--- src/rtl/excess3_to_bcd_pkg.sv ---
`default_nettype none
// +----------------------------------------------------------------------------+
// | Module   : excess3_to_bcd_pkg                                              |
// | Purpose  : Shared constants and the digit type for the Excess-3 to BCD     |
// |            converter.                                                      |
// | Contents : E3_MIN / E3_MAX bound the legal Excess-3 code range,            |
// |            E3_BIAS is the offset removed from each code, and BCD_INVALID   |
// |            is the marker driven for an illegal code.                       |
// | Revision : 1.0 - initial release                                           |
// +----------------------------------------------------------------------------+
package excess3_to_bcd_pkg;

  typedef logic [3:0] digit_t;

  localparam digit_t E3_MIN      = 4'd3;
  localparam digit_t E3_MAX      = 4'd12;
  localparam digit_t E3_BIAS     = 4'd3;
  localparam digit_t BCD_INVALID = 4'hF;

endpackage : excess3_to_bcd_pkg
`default_nettype wire

--- src/rtl/excess3_to_bcd_digit_conv.sv ---
`default_nettype none
// +----------------------------------------------------------------------------+
// | Module   : excess3_digit_conv                                              |
// | Purpose  : Purely combinational single-digit Excess-3 to BCD conversion.   |
// | Ports    : i_e3   - 4-bit Excess-3 code                                    |
// |            o_bcd  - 4-bit BCD digit (BCD_INVALID when the code is illegal) |
// |            o_err  - high when i_e3 is not a legal Excess-3 code            |
// | Revision : 1.0 - initial release                                           |
// +----------------------------------------------------------------------------+
module excess3_digit_conv
  import excess3_to_bcd_pkg::*;
(
  input  digit_t i_e3,
  output digit_t o_bcd,
  output logic   o_err
);

  logic w_legal;

  assign w_legal = (i_e3 >= E3_MIN) && (i_e3 <= E3_MAX);

  // The subtraction only ever sees legal codes, so it never wraps.
  assign o_bcd = w_legal ? digit_t'(i_e3 - E3_BIAS) : BCD_INVALID;
  assign o_err = ~w_legal;

endmodule : excess3_digit_conv
`default_nettype wire

--- src/rtl/excess3_to_bcd.sv ---
`default_nettype none
// +----------------------------------------------------------------------------+
// | Module   : excess3_to_bcd                                                  |
// | Purpose  : Converts DIGITS packed Excess-3 digits to packed 8421 BCD with  |
// |            per-digit legality checking and a one-cycle registered result.  |
// | Ports    : clk       - system clock, rising edge                           |
// |            rst_n     - asynchronous active-low reset                       |
// |            in_valid  - Excess3 carries a word this cycle                   |
// |            Excess3   - packed input digits, digit 0 in bits [3:0]          |
// |            out_valid - BCD / digit_err / any_err hold a fresh result       |
// |            BCD       - packed BCD digits, same packing as Excess3          |
// |            digit_err - bit i set when input digit i was illegal            |
// |            any_err   - OR of digit_err                                     |
// | Revision : 1.0 - initial release                                           |
// +----------------------------------------------------------------------------+
module excess3_to_bcd
  import excess3_to_bcd_pkg::*;
#(
  parameter int DIGITS = 1
) (
  input  logic                  clk,
  input  logic                  rst_n,
  input  logic                  in_valid,
  input  logic [4*DIGITS-1:0]   Excess3,
  output logic                  out_valid,
  output logic [4*DIGITS-1:0]   BCD,
  output logic [DIGITS-1:0]     digit_err,
  output logic                  any_err
);

  logic [4*DIGITS-1:0] w_bcd;
  logic [DIGITS-1:0]   w_err;

  logic                r_out_valid;
  logic [4*DIGITS-1:0] r_bcd;
  logic [DIGITS-1:0]   r_digit_err;
  logic                r_any_err;

  // Digits are fully independent: no carry or borrow crosses a nibble.
  for (genvar gi = 0; gi < DIGITS; gi++) begin : g_digit
    excess3_digit_conv u_conv (
      .i_e3  (Excess3[4*gi +: 4]),
      .o_bcd (w_bcd[4*gi +: 4]),
      .o_err (w_err[gi])
    );
  end

  // Result registers update only on an accepted word, so data lines driven
  // while in_valid is low (even X) never reach the held outputs.
  always_ff @(posedge clk or negedge rst_n) begin
    if (!rst_n) begin
      r_out_valid <= 1'b0;
      r_bcd       <= '0;
      r_digit_err <= '0;
      r_any_err   <= 1'b0;
    end else begin
      r_out_valid <= in_valid;
      if (in_valid) begin
        r_bcd       <= w_bcd;
        r_digit_err <= w_err;
        r_any_err   <= |w_err;
      end
    end
  end

  assign out_valid = r_out_valid;
  assign BCD       = r_bcd;
  assign digit_err = r_digit_err;
  assign any_err   = r_any_err;

endmodule : excess3_to_bcd
`default_nettype wire

--- config.mk ---
export PLATFORM = sky130hd
export DESIGN_NAME = excess3_to_bcd
export DESIGN_NICKNAME = d
export VERILOG_FILES = /design/src/rtl/excess3_to_bcd_pkg.sv /design/src/rtl/excess3_to_bcd_digit_conv.sv /design/src/rtl/excess3_to_bcd.sv
export SDC_FILE = /design/constraint.sdc
export NUM_CORES = 1
export LEC_CHECK = 0
export BUFFER_PORTS_ARGS = -buffer_cell sky130_fd_sc_hd__clkbuf_2
export CAP_MARGIN = 20
export CORE_AREA = 2 2 39 41
export CTS_BUF_LIST = sky130_fd_sc_hd__clkbuf_4
export CTS_CLUSTER_SIZE = 16
export DETAILED_ROUTE_END_ITERATION = 6
export DIE_AREA = 0 0 41 43
export HOLD_SLACK_MARGIN = 0.03
export SYNTH_ARGS = -nofsm -noshare
export SYNTH_HDL_FRONTEND = slang
export SYNTH_SLANG_ARGS = --single-unit
--- constraint.sdc ---
create_clock -name clk -period 1.45 [get_ports clk]
set_clock_uncertainty 0.1 [all_clocks]
set_input_delay 0.2175 -clock clk [delete_from_list [all_inputs] [get_ports clk]]
set_output_delay 0.2175 -clock clk [all_outputs]
set_load 0.03 [all_outputs]
* Yosys cells after proc, flatten, opt, wreduce, memory -nomap -nowiden
Cells that the tools add are included.
** Word-level totals
- Flip-flop bits (word level) :: 6
- Output and inout bits :: 7
- Logic and storage cells :: 9
** Operators by class
- $add $sub $neg :: 1
- $lt $le $gt $ge :: 2
- Mux-type cells :: 1
- Bitwise gates (word level) :: 1
- Reduce and logical (&&, ||, !) cells :: 1
** Operators with widths (count)
- greater-or-equal comparator 4 x 2 -> 1 bit (second input constant) :: 1
- <= comparator 4 bit (second input constant) :: 1
- 2-to-1 mux 4 bit :: 1
- subtractor 4 x 2 -> 4 bit (second input constant) :: 1
- logical AND 1 bit :: 1
- NOT 1 bit :: 1

* Longest topological paths before layout
- Word-level depth :: 3
- Depth in mapped cells :: 5
- Depth with buffers taken out :: 5

* By module
Synthesis repeated with hierarchy kept, for this count alone.
** Unflattened totals
- Cells, all modules :: 29
- Area total of the unflattened synthesis :: 336.6 sq um
** By module, submodules not included
- excess3_to_bcd :: times used 1, cells an instance 12, area an instance 214.0 sq um
- excess3_digit_conv :: times used 1, cells an instance 17, area an instance 122.6 sq um

* Worst setup path before layout
Ideal clock, no wire load.
- Path type :: input-to-reg
- Start point :: in Excess3[0]
- End point :: reg r_bcd[2], in the netlist BCD[2]
- Setup time :: 125 ps
- Data arrival time :: 900 ps
- Required time :: 1225 ps
- Path slack :: 325 ps
- Stages on the path :: 4
- Cells stage by stage :: ha_1 and2b_1 a21oi_1 mux2_2
** Between the ends
- Longest elaborated chain between the ends :: 3
- Elaborated cells on any way between the ends :: 5
** RTL lines
- start: declaration :: RTL line excess3_to_bcd.sv:24 : input logic [4*DIGITS-1:0] Excess3,
- greater-or-equal comparator 4 x 2 -> 1 bit / <= comparator 4 bit (equally long branches) :: RTL line excess3_to_bcd_digit_conv.sv:20 : assign w_legal = (i_e3 >= E3_MIN) && (i_e3 <= E3_MAX);
- logical AND 1 bit :: RTL line excess3_to_bcd_digit_conv.sv:20
- 2-to-1 mux 4 bit * :: RTL line excess3_to_bcd_digit_conv.sv:23 : assign o_bcd = w_legal ? digit_t'(i_e3 - E3_BIAS) : BCD_INVALID;
- end signal: assignment :: RTL line excess3_to_bcd.sv:59 : r_bcd <= w_bcd;
- end: declaration :: RTL line excess3_to_bcd.sv:35 : logic [4*DIGITS-1:0] r_bcd;
Every way passes the cells marked *; elsewhere a longest branch is shown, timed or not.
A chain may end at the register's enable or synchronous reset.

==> results.cfg <==
[run_status]
status = finished, final reports clean

[floorplan]
core_sq_um = 1380
start_util = 0.231
boundaryPins = 14
die-width_um = 41
core.rowCount = 14
die_area_sq_um = 1760
die_h_um = 43

[timing]
hold_viol_final = 0
timing.fmax_mhz = 853
rsz0062_at_grt = no
timing.final.crit_period_ns = 1.17
setup_viol = 0
slew_violations = 0
timing.final.crit_share = 0.809
slew_headroom = 0.783
tightest_slew_ns = 0.324
tns_ns = 0

[logic_synthesis]
yosysWarningCount = 0
yosysTopAreaCell = dfrtp_1
synth_most_common_cell = dfrtp_1
syn-instance-count = 32
synth_area_leaders = dfrtp_1, a31oi_1, ha_1
ys_dominant_reg_cell = dfrtp_1
ys_types = 16
yosysSeqAreaShare = 0.469
syn_area_sq_um = 320
ys_top_cells_by_count = dfrtp_1, a31oi_1, inv_1
ys_seq_elements = 6
synth-edff-count = 0
syn_nets = 41
synth_top_area_frac = 0.469
syn_avg_cell_area_sq_um = 10.0
async_flop_share = 1.00

[routing]
ant_nets = 0
vias_per_cell = 4.38
drc = 0
dr.max_layer_used = met4
routedWlPerCell_um = 10.7
wl_met2_um = 372
totalWireLength_um = 675
wl_met1_um = 272
wl_met3_um = 7
via_count = 276
first_iter_violations = 1
firstDrtPassIters = 4

[global_route]
grt_pass1_wl_mm = 1.08
antenna_found_initial = 0
grt_overflow = 0
grt_max_degree = 10
grt_usage = 0.0980
first_global_vias = 248

[critical_path]
crit_buf_inv = 1
worstSetupPathType = flop to output pin
crit_required_ns = 1.13
crit_path_cell_trace = clkbuf_2
slowest_delay_ns = 0.38
critPathLaunchType = flop
worstSetupEndpointType = output pin
path_delay_family = flip-flops
path_depth = 1
critPathArrivalTime_ns = 0.86
r2r_cells = 1
path_max_fanout = 3
cpMaxStageDelayCell = dfrtp_1

[job]
maxCapViolCount = 0

[place]
gp_congestion = 0.744
io_buffers = 13
placed_cells = 59

[clock_network]
cts_tree = built
clk_latency_ns = 0.25
cts.sinks = 6
numCtsBuffers = 3
cts.htree.levels = 1
clockBufferDepth = 2
post_cts.repair.setup_buffers = 0
cts_root_buf = clkbuf_4
cts.clk_slew.worst_paths_ns = 0.05

[pwr]
vdd_drop_max_mv = 0.451
p_switching_uw = 160
swShare = 0.329
p_int_uw = 325
p_seq_frac = 0.405
clkPwrFrac = 0.334
leakage_uw = 0.000219
combPwrFrac = 0.261
p_per_area_nw_per_um2 = 1140

[cells_and_area]
nNetsFinal = 58
drive_gt1_frac = 0.383
diodes = 0
area_growth_pct = 32.8
fin_cells = 63

[worst_hold_path]
hold_depth = 1
hold_path_class = input pin to flop
-- cell usage in the layout, fill, tap and decap left out --
cell type,count
mux2_2,1
nor2b_1,1
nor3_1,1
a21oi_1,2
dlygate4sd3_1,1
nand2b_1,1
mux2_4,1
ha_1,2
clkbuf_2,13
and2b_1,2
nand2_1,1
inv_1,4
a31oi_1,4
clkbuf_4,3
a2bb2oi_1,1
dfrtp_1,6
nor2_1,3
-- per-stage QoR --
step | instance area, sq um | hold WS, ns | setup WS [ns] | utilization | power (uW)
after floorplan | 320 | -0.178 | 0.325 | - | 284
final | 425 | 0.108 | 0.277 | 0.307 | 485
after global routing | 425 | 0.103 | 0.243 | 0.307 | 521
after detailed placement | 393 | -0.0458 | 0.145 | 0.284 | 325
after global placement | 393 | -0.0522 | 0.144 | 0.284 | 322
after CTS | 425 | 0.102 | 0.272 | 0.307 | 496
-- what timing repair did --
action | CTS | global route
endpoints found under the hold margin | 6 | 0
resized for setup | 0 | 0
hold buffers | 1 | 0
-- registers in the layout (all words and copies together), names as in the netlist --
name       count
BCD            4
digit_err      1
out_valid      1
-- metal layers --
layer,up-vias,global-route usage
met4,0,0.0800
met2,4,0.147
li1,140,-
met1,130,0.105
met3,2,0.0314
met5,-,0
-- path summary, 6_finish.rpt --
path	from	end	slack, ns
min in group asynchronous	rst_n	BCD[2]	0.23
max in group asynchronous	rst_n	BCD[0]	0.86
min reg2reg	BCD[2]	BCD[2]	0.40
min	in_valid	out_valid	0.11
max reg2reg	BCD[3]	BCD[3]	0.60
max	digit_err	any_err	0.28
-- power groups by stage --
stage | clock network [uW] | registers (uW) | logic [uW]
6_report | 162 | 196 | 127
2_1_floorplan | 0 | 235 | 49.5
4_1_cts | 171 | 196 | 129
3_3_place_gp | 0 | 198 | 123
5_1_grt | 185 | 198 | 138
3_5_place_dp | 0 | 199 | 126
-- cell families after synthesis --
| logic type | Yosys count | synth area share |
|---|---|---|
| flops | 6 | 0.469 |
| compound gates | 7 | 0.137 |
| fa+ha+maj | 2 | 0.0781 |
| buf+inv | 6 | 0.0859 |
| mux | 2 | 0.0820 |
| simple gates | 9 | 0.148 |
-- layout make-up --
class                      instances  area, sq um
clock buffer                       3         22.5
fill                             150          958
inverter                           4         15.0
multi-input combinational         20          143
sequential                         6          150
tap                               16         20.0
timing repair buffer              14         75.1
Note: power is estimated with default switching activity, not from simulation.
